==> src/rtl/cpu_defs.sv <==
// Shared core definitions: shift encodings, datapath widths and the
// state type of the shift arbiter.
package cpu_defs;

    localparam int DATA_W = 32;
    localparam int AMT_W  = 5;

    localparam logic [1:0] SHIFT_LL = 2'b00;
    localparam logic [1:0] SHIFT_LR = 2'b01;
    localparam logic [1:0] SHIFT_AL = 2'b10;
    localparam logic [1:0] SHIFT_AR = 2'b11;

    typedef enum logic {
        ST_IDLE = 1'b0,
        ST_FULL = 1'b1
    } arb_state_e;

endpackage

==> src/rtl/shift_core.sv <==
// Combinational 32-bit shifter: logical/arithmetic left and right.
module shift_core
    import cpu_defs::*;
(
    input  logic [1:0]        i_way,
    input  logic [DATA_W-1:0] i_data,
    input  logic [AMT_W-1:0]  i_amt,
    output logic [DATA_W-1:0] o_data
);

    always_comb begin
        o_data = i_data;
        unique case (i_way)
            SHIFT_LL, SHIFT_AL: o_data = i_data << i_amt;
            SHIFT_LR:           o_data = i_data >> i_amt;
            SHIFT_AR:           o_data = DATA_W'($signed(i_data) >>> i_amt);
            default:            o_data = i_data;
        endcase
    end

endmodule

==> src/rtl/shift_arbiter.sv <==
// Round-robin arbiter sharing one shift_core among NUM_REQ requesters,
// with a registered, id-tagged result behind a valid/ready handshake.
module shift_arbiter
    import cpu_defs::*;
#(
    parameter int NUM_REQ = 2,
    parameter int ID_W    = 1
) (
    input  logic                     clk,
    input  logic                     rst_n,
    input  logic [NUM_REQ-1:0]       req_valid,
    output logic [NUM_REQ-1:0]       req_ready,
    input  logic [2*NUM_REQ-1:0]     req_way,
    input  logic [DATA_W*NUM_REQ-1:0] req_data,
    input  logic [AMT_W*NUM_REQ-1:0] req_amt,
    output logic                     rsp_valid,
    input  logic                     rsp_ready,
    output logic [DATA_W-1:0]        rsp_data,
    output logic [ID_W-1:0]          rsp_id
);

    arb_state_e          r_state;
    arb_state_e          w_state_nxt;
    logic [ID_W-1:0]     r_rr_ptr;
    logic [DATA_W-1:0]   r_rsp_data;
    logic [ID_W-1:0]     r_rsp_id;

    logic                w_found;
    logic                w_grant;
    logic                w_can_accept;
    logic [ID_W-1:0]     w_gidx;
    logic [1:0]          w_way;
    logic [DATA_W-1:0]   w_data;
    logic [AMT_W-1:0]    w_amt;
    logic [DATA_W-1:0]   w_result;

    // Search from rr_ptr upward with wrap; the first valid requester wins.
    always_comb begin : p_arb
        int v_idx;
        v_idx   = 0;
        w_found = 1'b0;
        w_gidx  = '0;
        w_way   = '0;
        w_data  = '0;
        w_amt   = '0;
        for (int k = 0; k < NUM_REQ; k++) begin
            v_idx = int'(r_rr_ptr) + k;
            if (v_idx >= NUM_REQ) v_idx = v_idx - NUM_REQ;
            if (!w_found && req_valid[v_idx]) begin
                w_found = 1'b1;
                w_gidx  = ID_W'(v_idx);
                w_way   = req_way[2*v_idx +: 2];
                w_data  = req_data[DATA_W*v_idx +: DATA_W];
                w_amt   = req_amt[AMT_W*v_idx +: AMT_W];
            end
        end
    end

    assign w_can_accept = (r_state == ST_IDLE) || rsp_ready;
    assign w_grant      = rst_n && w_found && w_can_accept;

    always_comb begin
        for (int i = 0; i < NUM_REQ; i++) begin
            req_ready[i] = w_grant && (w_gidx == ID_W'(i));
        end
    end

    shift_core u_shift_core (
        .i_way  (w_way),
        .i_data (w_data),
        .i_amt  (w_amt),
        .o_data (w_result)
    );

    always_comb begin
        w_state_nxt = r_state;
        unique case (r_state)
            ST_IDLE: if (w_grant) w_state_nxt = ST_FULL;
            ST_FULL: if (rsp_ready && !w_grant) w_state_nxt = ST_IDLE;
            default: w_state_nxt = ST_IDLE;
        endcase
    end

    always_ff @(posedge clk or negedge rst_n) begin
        if (!rst_n) begin
            r_state    <= ST_IDLE;
            r_rr_ptr   <= '0;
            r_rsp_data <= '0;
            r_rsp_id   <= '0;
        end else begin
            r_state <= w_state_nxt;
            if (w_grant) begin
                r_rsp_data <= w_result;
                r_rsp_id   <= w_gidx;
                r_rr_ptr   <= (w_gidx == ID_W'(NUM_REQ-1)) ? '0
                                                           : w_gidx + ID_W'(1);
            end
        end
    end

    assign rsp_valid = (r_state == ST_FULL);
    assign rsp_data  = r_rsp_data;
    assign rsp_id    = r_rsp_id;

endmodule

==> config.mk <==
export PLATFORM = sky130hd
export DESIGN_NAME = shift_arbiter
export DESIGN_NICKNAME = d
export VERILOG_FILES = /design/src/rtl/cpu_defs.sv /design/src/rtl/shift_core.sv /design/src/rtl/shift_arbiter.sv
export SDC_FILE = /design/constraint.sdc
export NUM_CORES = 1
export LEC_CHECK = 0
export ABC_CLOCK_PERIOD_IN_PS = 2700
export BUFFER_PORTS_ARGS = -buffer_cell sky130_fd_sc_hd__buf_4
export CORE_ASPECT_RATIO = 0.9
export CORE_MARGIN = 5
export CORE_UTILIZATION = 52
export DETAILED_ROUTE_END_ITERATION = 10
export PLACE_DENSITY = 0.91
export REMOVE_ABC_BUFFERS = 1
export SLEW_MARGIN = 20
export SYNTH_ARGS = -nofsm -noshare
export SYNTH_HDL_FRONTEND = slang
export SYNTH_SLANG_ARGS = --single-unit
==> constraint.sdc <==
create_clock -name clk -period 2.7 [get_ports clk]
set_input_delay 0.27 -clock clk [delete_from_list [all_inputs] [get_ports clk]]
set_output_delay 0.27 -clock clk [all_outputs]
set_load 0.05 [all_outputs]
==> results.json, run 1 <==
{
  "fraction_of_the_yosys_area_taken_by_sequential_cells": 0.1468,
  "cts_max_level": 2,
  "dpl-instance-area_um2": 8054,
  "clockRootBuffer": "clkbuf_16",
  "number_of_flops_mapped_to_enable_cells_by_yosys": 0,
  "die_height_um": 111.6,
  "grt_start_max_net_pins": 41,
  "postSynthAreaPerCell_um2": 7.506,
  "groute.usage.overall": 0.7348,
  "run_status": "stopped before the end",
  "place.gp.congestion": 1.266,
  "post_synth_inst_count": 795,
  "flow.first_error": "[ERROR GRT-0232] Routing congestion too high. Check the congestion heatmap in the GUI.",
  "ios": 119,
  "starting_density": 0.5261,
  "seq_cells_post_synth": 35,
  "grt_worst_setup_endpoint": "rsp_data[11]$_DFFE_PN0P_/D",
  "numClockSinks": 35,
  "worst-ep-kind": "sequential cell input",
  "haltStage": "global routing (5_1_grt)",
  "die_w_um": 122.9,
  "synth_area_um2": 5967,
  "postSynth.topFlopCell": "dfrtp_1",
  "placementRows": 37,
  "postCtsHoldBufs": 0,
  "tritoncts_buffers": 5,
  "warnings_synthesis": 0,
  "globalRoute.totalOverflow": 81,
  "ys_async_sr_fraction": 1.000,
  "port_buffers": 118,
  "post_detailed_placement_half_perimeter_wirelength_um": 20980,
  "placed_cell_count": 1155,
  "synth_cell_type_count": 67,
  "clock_path_buffers": 2
}
-- synthesized netlist by cell type (4+ instances only) --
cell,count,area [um^2]
nor2_1,109,409.1
mux2i_1,82,820.8
nand2_1,69,259.0
a21oi_1,41,205.2
o21ai_0,40,200.2
buf_2,36,180.2
dfrtp_1,35,875.8
a32o_1,30,300.3
a32oi_1,28,245.2
o22ai_1,28,175.2
nor3_1,27,135.1
mux2_2,24,270.3
clkbuf_1,19,71.32
a211oi_1,18,135.1
a31oi_1,16,100.1
nand3_1,15,75.07
buf_4,14,105.1
o211ai_1,14,105.1
a22oi_1,11,82.58
a221oi_1,10,87.58
o221ai_1,10,87.58
o31ai_1,10,75.07
buf_6,9,101.4
a221o_1,6,60.06
a22o_1,6,52.55
buf_1,6,22.52
o21ai_1,6,30.03
o32a_1,6,60.06
nand2b_1,5,31.28
a21o_1,4,30.03
and3_1,4,25.02
nand4_1,4,25.02
o22a_1,4,35.03
-- logic make-up after synthesis --
family	share of synthesized area
and+or+nand+nor	0.1753
muxes	0.1975
buffers and inverters	0.08115
AOI/OAI and AO/OA	0.3992
DFF	0.1468
-- per-layer routing --
metal / GRT usage / overflow
met5: 0.3750 / 0
met4: 0.6858 / 46
met3: 0.5973 / 1
met2: 0.8590 / 32
met1: 0.7642 / 2
-- repair_timing --
item	CTS
setup endpoints to repair	31
gates resized for setup	76
endpoints found under the hold margin	0
cloned	7
pin swaps	23
buffers inserted	23
-- per-stage QoR --
stage | util | setup slack, ns
after detailed placement | 0.7101 | -0.4491
after floorplan | - | -3.148
after global placement | 0.7101 | -0.3890
after CTS | 0.7893 | -0.02272
==> run 2: changes to the inputs <==
--- a/config.mk
+++ b/config.mk
@@ -5,13 +5,12 @@
 export SDC_FILE = /design/constraint.sdc
 export NUM_CORES = 1
 export LEC_CHECK = 0
-export ABC_CLOCK_PERIOD_IN_PS = 2700
+export ABC_CLOCK_PERIOD_IN_PS = 3500
 export BUFFER_PORTS_ARGS = -buffer_cell sky130_fd_sc_hd__buf_4
-export CORE_ASPECT_RATIO = 0.9
 export CORE_MARGIN = 5
-export CORE_UTILIZATION = 52
+export CORE_UTILIZATION = 40
 export DETAILED_ROUTE_END_ITERATION = 10
-export PLACE_DENSITY = 0.91
+export PLACE_DENSITY_LB_ADDON = 0.15
 export REMOVE_ABC_BUFFERS = 1
 export SLEW_MARGIN = 20
 export SYNTH_ARGS = -nofsm -noshare
==> constraint.sdc (replaced) <==
create_clock -name clk -period 3.5 [get_ports clk]
set_input_delay 0.35 -clock clk [delete_from_list [all_inputs] [get_ports clk]]
set_output_delay 0.35 -clock clk [all_outputs]
set_load 0.05 [all_outputs]
==> results.json, run 2 <==
{
  "run_status": "finished clean",
  "fraction_of_the_yosys_area_taken_by_sequential_cells": 0.1468,
  "synth_top_cells_by_area": "dfrtp_1 15%, mux2i_1 14%, nor2_1 6.9%",
  "worstMarginPinSlew_ns": 1.087,
  "post_cts_setup_buffers": 0,
  "postSynthAreaPerCell_um2": 7.506,
  "area.growth.synth_to_final_pct": 25.83,
  "timing.max_slew.rel_slack": 0.2699,
  "globalRoute.totalOverflow": 0,
  "grt_start_max_net_pins": 49,
  "postCtsHoldBufs": 0,
  "final_nets": 1001,
  "port_buffers": 118,
  "final_critical_delay_including_setup_and_external_delays_ns": 3.463,
  "number_of_flops_mapped_to_enable_cells_by_yosys": 0,
  "number_of_hold_violations_in_the_final_report": 0,
  "synth_area_um2": 5967,
  "grt_antenna_before_repair": 0,
  "seq_cells_post_synth": 35,
  "tritoncts_buffers": 5,
  "numClockSinks": 35,
  "largest_reg_flops": 32,
  "ys_async_sr_fraction": 1.000,
  "ios": 119,
  "totalWireLength_um": 30280,
  "cts_tree": "yes",
  "post-synth-top-area-fraction": 0.1468,
  "fmax_ghz": 0.2888,
  "setup_failing_eps_final": 0,
  "drt_first_pass_iters": 9,
  "place.gp.congestion": 1.035,
  "clockRootBuffer": "clkbuf_16",
  "timing.critical_path.fanout_max": 19,
  "placed_cell_count": 1095,
  "multi_input_area_um2": 4677,
  "warnings_synthesis": 0,
  "layout_worst_path_cycle_share": 0.9893,
  "groute.usage.overall": 0.3225,
  "powerDensity_nw_per_um2": 479.4,
  "crit_path_start_kind": "register",
  "count_of_cells_resized_by_post_cts_repair": 0,
  "postSynth.topFlopCell": "dfrtp_1",
  "post_synth_most_frequent_cells": "109 x nor2_1, 82 x mux2i_1, 69 x nand2_1",
  "final_cells": 1103,
  "cts_max_level": 2,
  "ratio_of_cells_with_drive_above_1_in_the_final_layout": 0.2775,
  "grt_setup_unrepaired": "false",
  "die_w_um": 132.1,
  "dieArea_um2": 17460,
  "yosys.cell_count.top_type": "nor2_1",
  "peakVddDrop_mv": 0.2429,
  "synth_cell_type_count": 67,
  "regArea_um2": 875.8,
  "grt_pass1_vias": 7326,
  "post_drt_wl_per_cell_um": 27.45,
  "routed-via-count": 7925,
  "placementRows": 44,
  "final.fill_count": 1443,
  "worst_clock_skew_ns": 0.007969,
  "worst_ep_arrival_time_ns": 3.61,
  "p_leak_nw": 3.107,
  "die_height_um": 132.1,
  "worst-endpoint-required_ns": 3.64,
  "post_synth_inst_count": 795,
  "ant_nets": 0,
  "most_common_library_cell_in_the_layout_ignoring_fill_and_taps": "buf_4",
  "post-synth-top-area-cell": "dfrtp_1",
  "critPathKind": "register to register",
  "via_cell_ratio": 7.185,
  "final-max-slew-violation-count": 0,
  "design.core.area_um2": 14590,
  "post_detailed_placement_half_perimeter_wirelength_um": 23400,
  "grt_pass1_wl_um": 44760,
  "maxCapViolations": 0,
  "holdCritPathClass": "input pin to async pin",
  "clkLatencyLatePin_ns": 0.30,
  "drt-initial-drc-count": 1219,
  "number_of_design_rule_violations_left_after_detail_routing": 0,
  "clock_path_buffers": 2,
  "cp-end-kind": "register",
  "layout_common_cells": "194 x buf_4, 109 x nor2_1, 82 x mux2i_1",
  "antenna_cells": 0,
  "clk_transition_reported_paths_ns": 0.06,
  "setup-tns-final_ns": 0,
  "rrSetupSlack_ns": 0.04,
  "starting_density": 0.4090
}
run 2: logic make-up (layout without fill, tap and decap cells):
family          after synthesis  count (layout)  synth area share
compound gates              319             319            0.3992
simple gates                245             245            0.1753
mux                         111             111            0.1975
buf+inv                      85             209           0.08115
flops                        35              35            0.1468
run 2: worst max-delay path: stages, from the launching register on:
cell	delay, ns
dfrtp_1	0.47
a21boi_4	0.30
a32o_2	0.60
mux2_2	0.46
mux2i_1	0.37
buf_4	0.19
nor3_1	0.06
a2111oi_1	0.69
a31oi_1	0.17
run 2: area by class of cell:
type,count,area share
clock buffers,5,0.01666
clock inverters,3,0.002666
inverters,1,0.0004999
multi-input cells,675,0.6229
flip-flops and latches,35,0.1166
well taps,184,0.03066
repair buffers,200,0.2100
run 2: path summary, 6_finish.rpt:
check | from | end | depth (start not counted)
max | r_rr_ptr | rsp_data[28] | 8
min | rst_n | rsp_valid | 2
max reg2reg | r_rr_ptr | rsp_data[28] | 8
min reg2reg | rsp_data[9] | rsp_data[9] | 2
max in group asynchronous | rst_n | rsp_data[31] | 2
min in group clk | rsp_ready | rsp_valid | 3
run 2: stage by stage:
step,worst slack [ns],utilization,area [um^2],hold WS [ns],power (mW)
4_1_cts,0.08831,0.5140,7498,0.1367,3.526
6_report,0.03734,0.5147,7508,0.1252,3.600
3_5_place_dp,0.06787,0.5040,7353,0.4530,3.058
5_1_grt,0.04349,0.5147,7508,0.1615,3.727
3_3_place_gp,-0.02737,0.5040,7353,0.4446,3.055
2_1_floorplan,-2.348,-,5487,0.05441,2.056
run 2: power breakdown:
group	switching, mW	internal, mW	total (mW)
clock network	0.203	0.263	0.466
registers	0.0776	0.509	0.586
logic	1.67	0.881	2.55
total	1.95	1.65	3.60
run 2: layer usage:
layer,GRT usage,share of wire,wire length [um],vias up
li1,-,-,-,3397
met1,0.4296,0.40,12020,3779
met2,0.4865,0.43,13010,630
met3,0.08282,0.12,3557,119
met4,0.1520,0.056,1691,0
met5,0,0,0,-
Power figures use the tool's default switching activity.
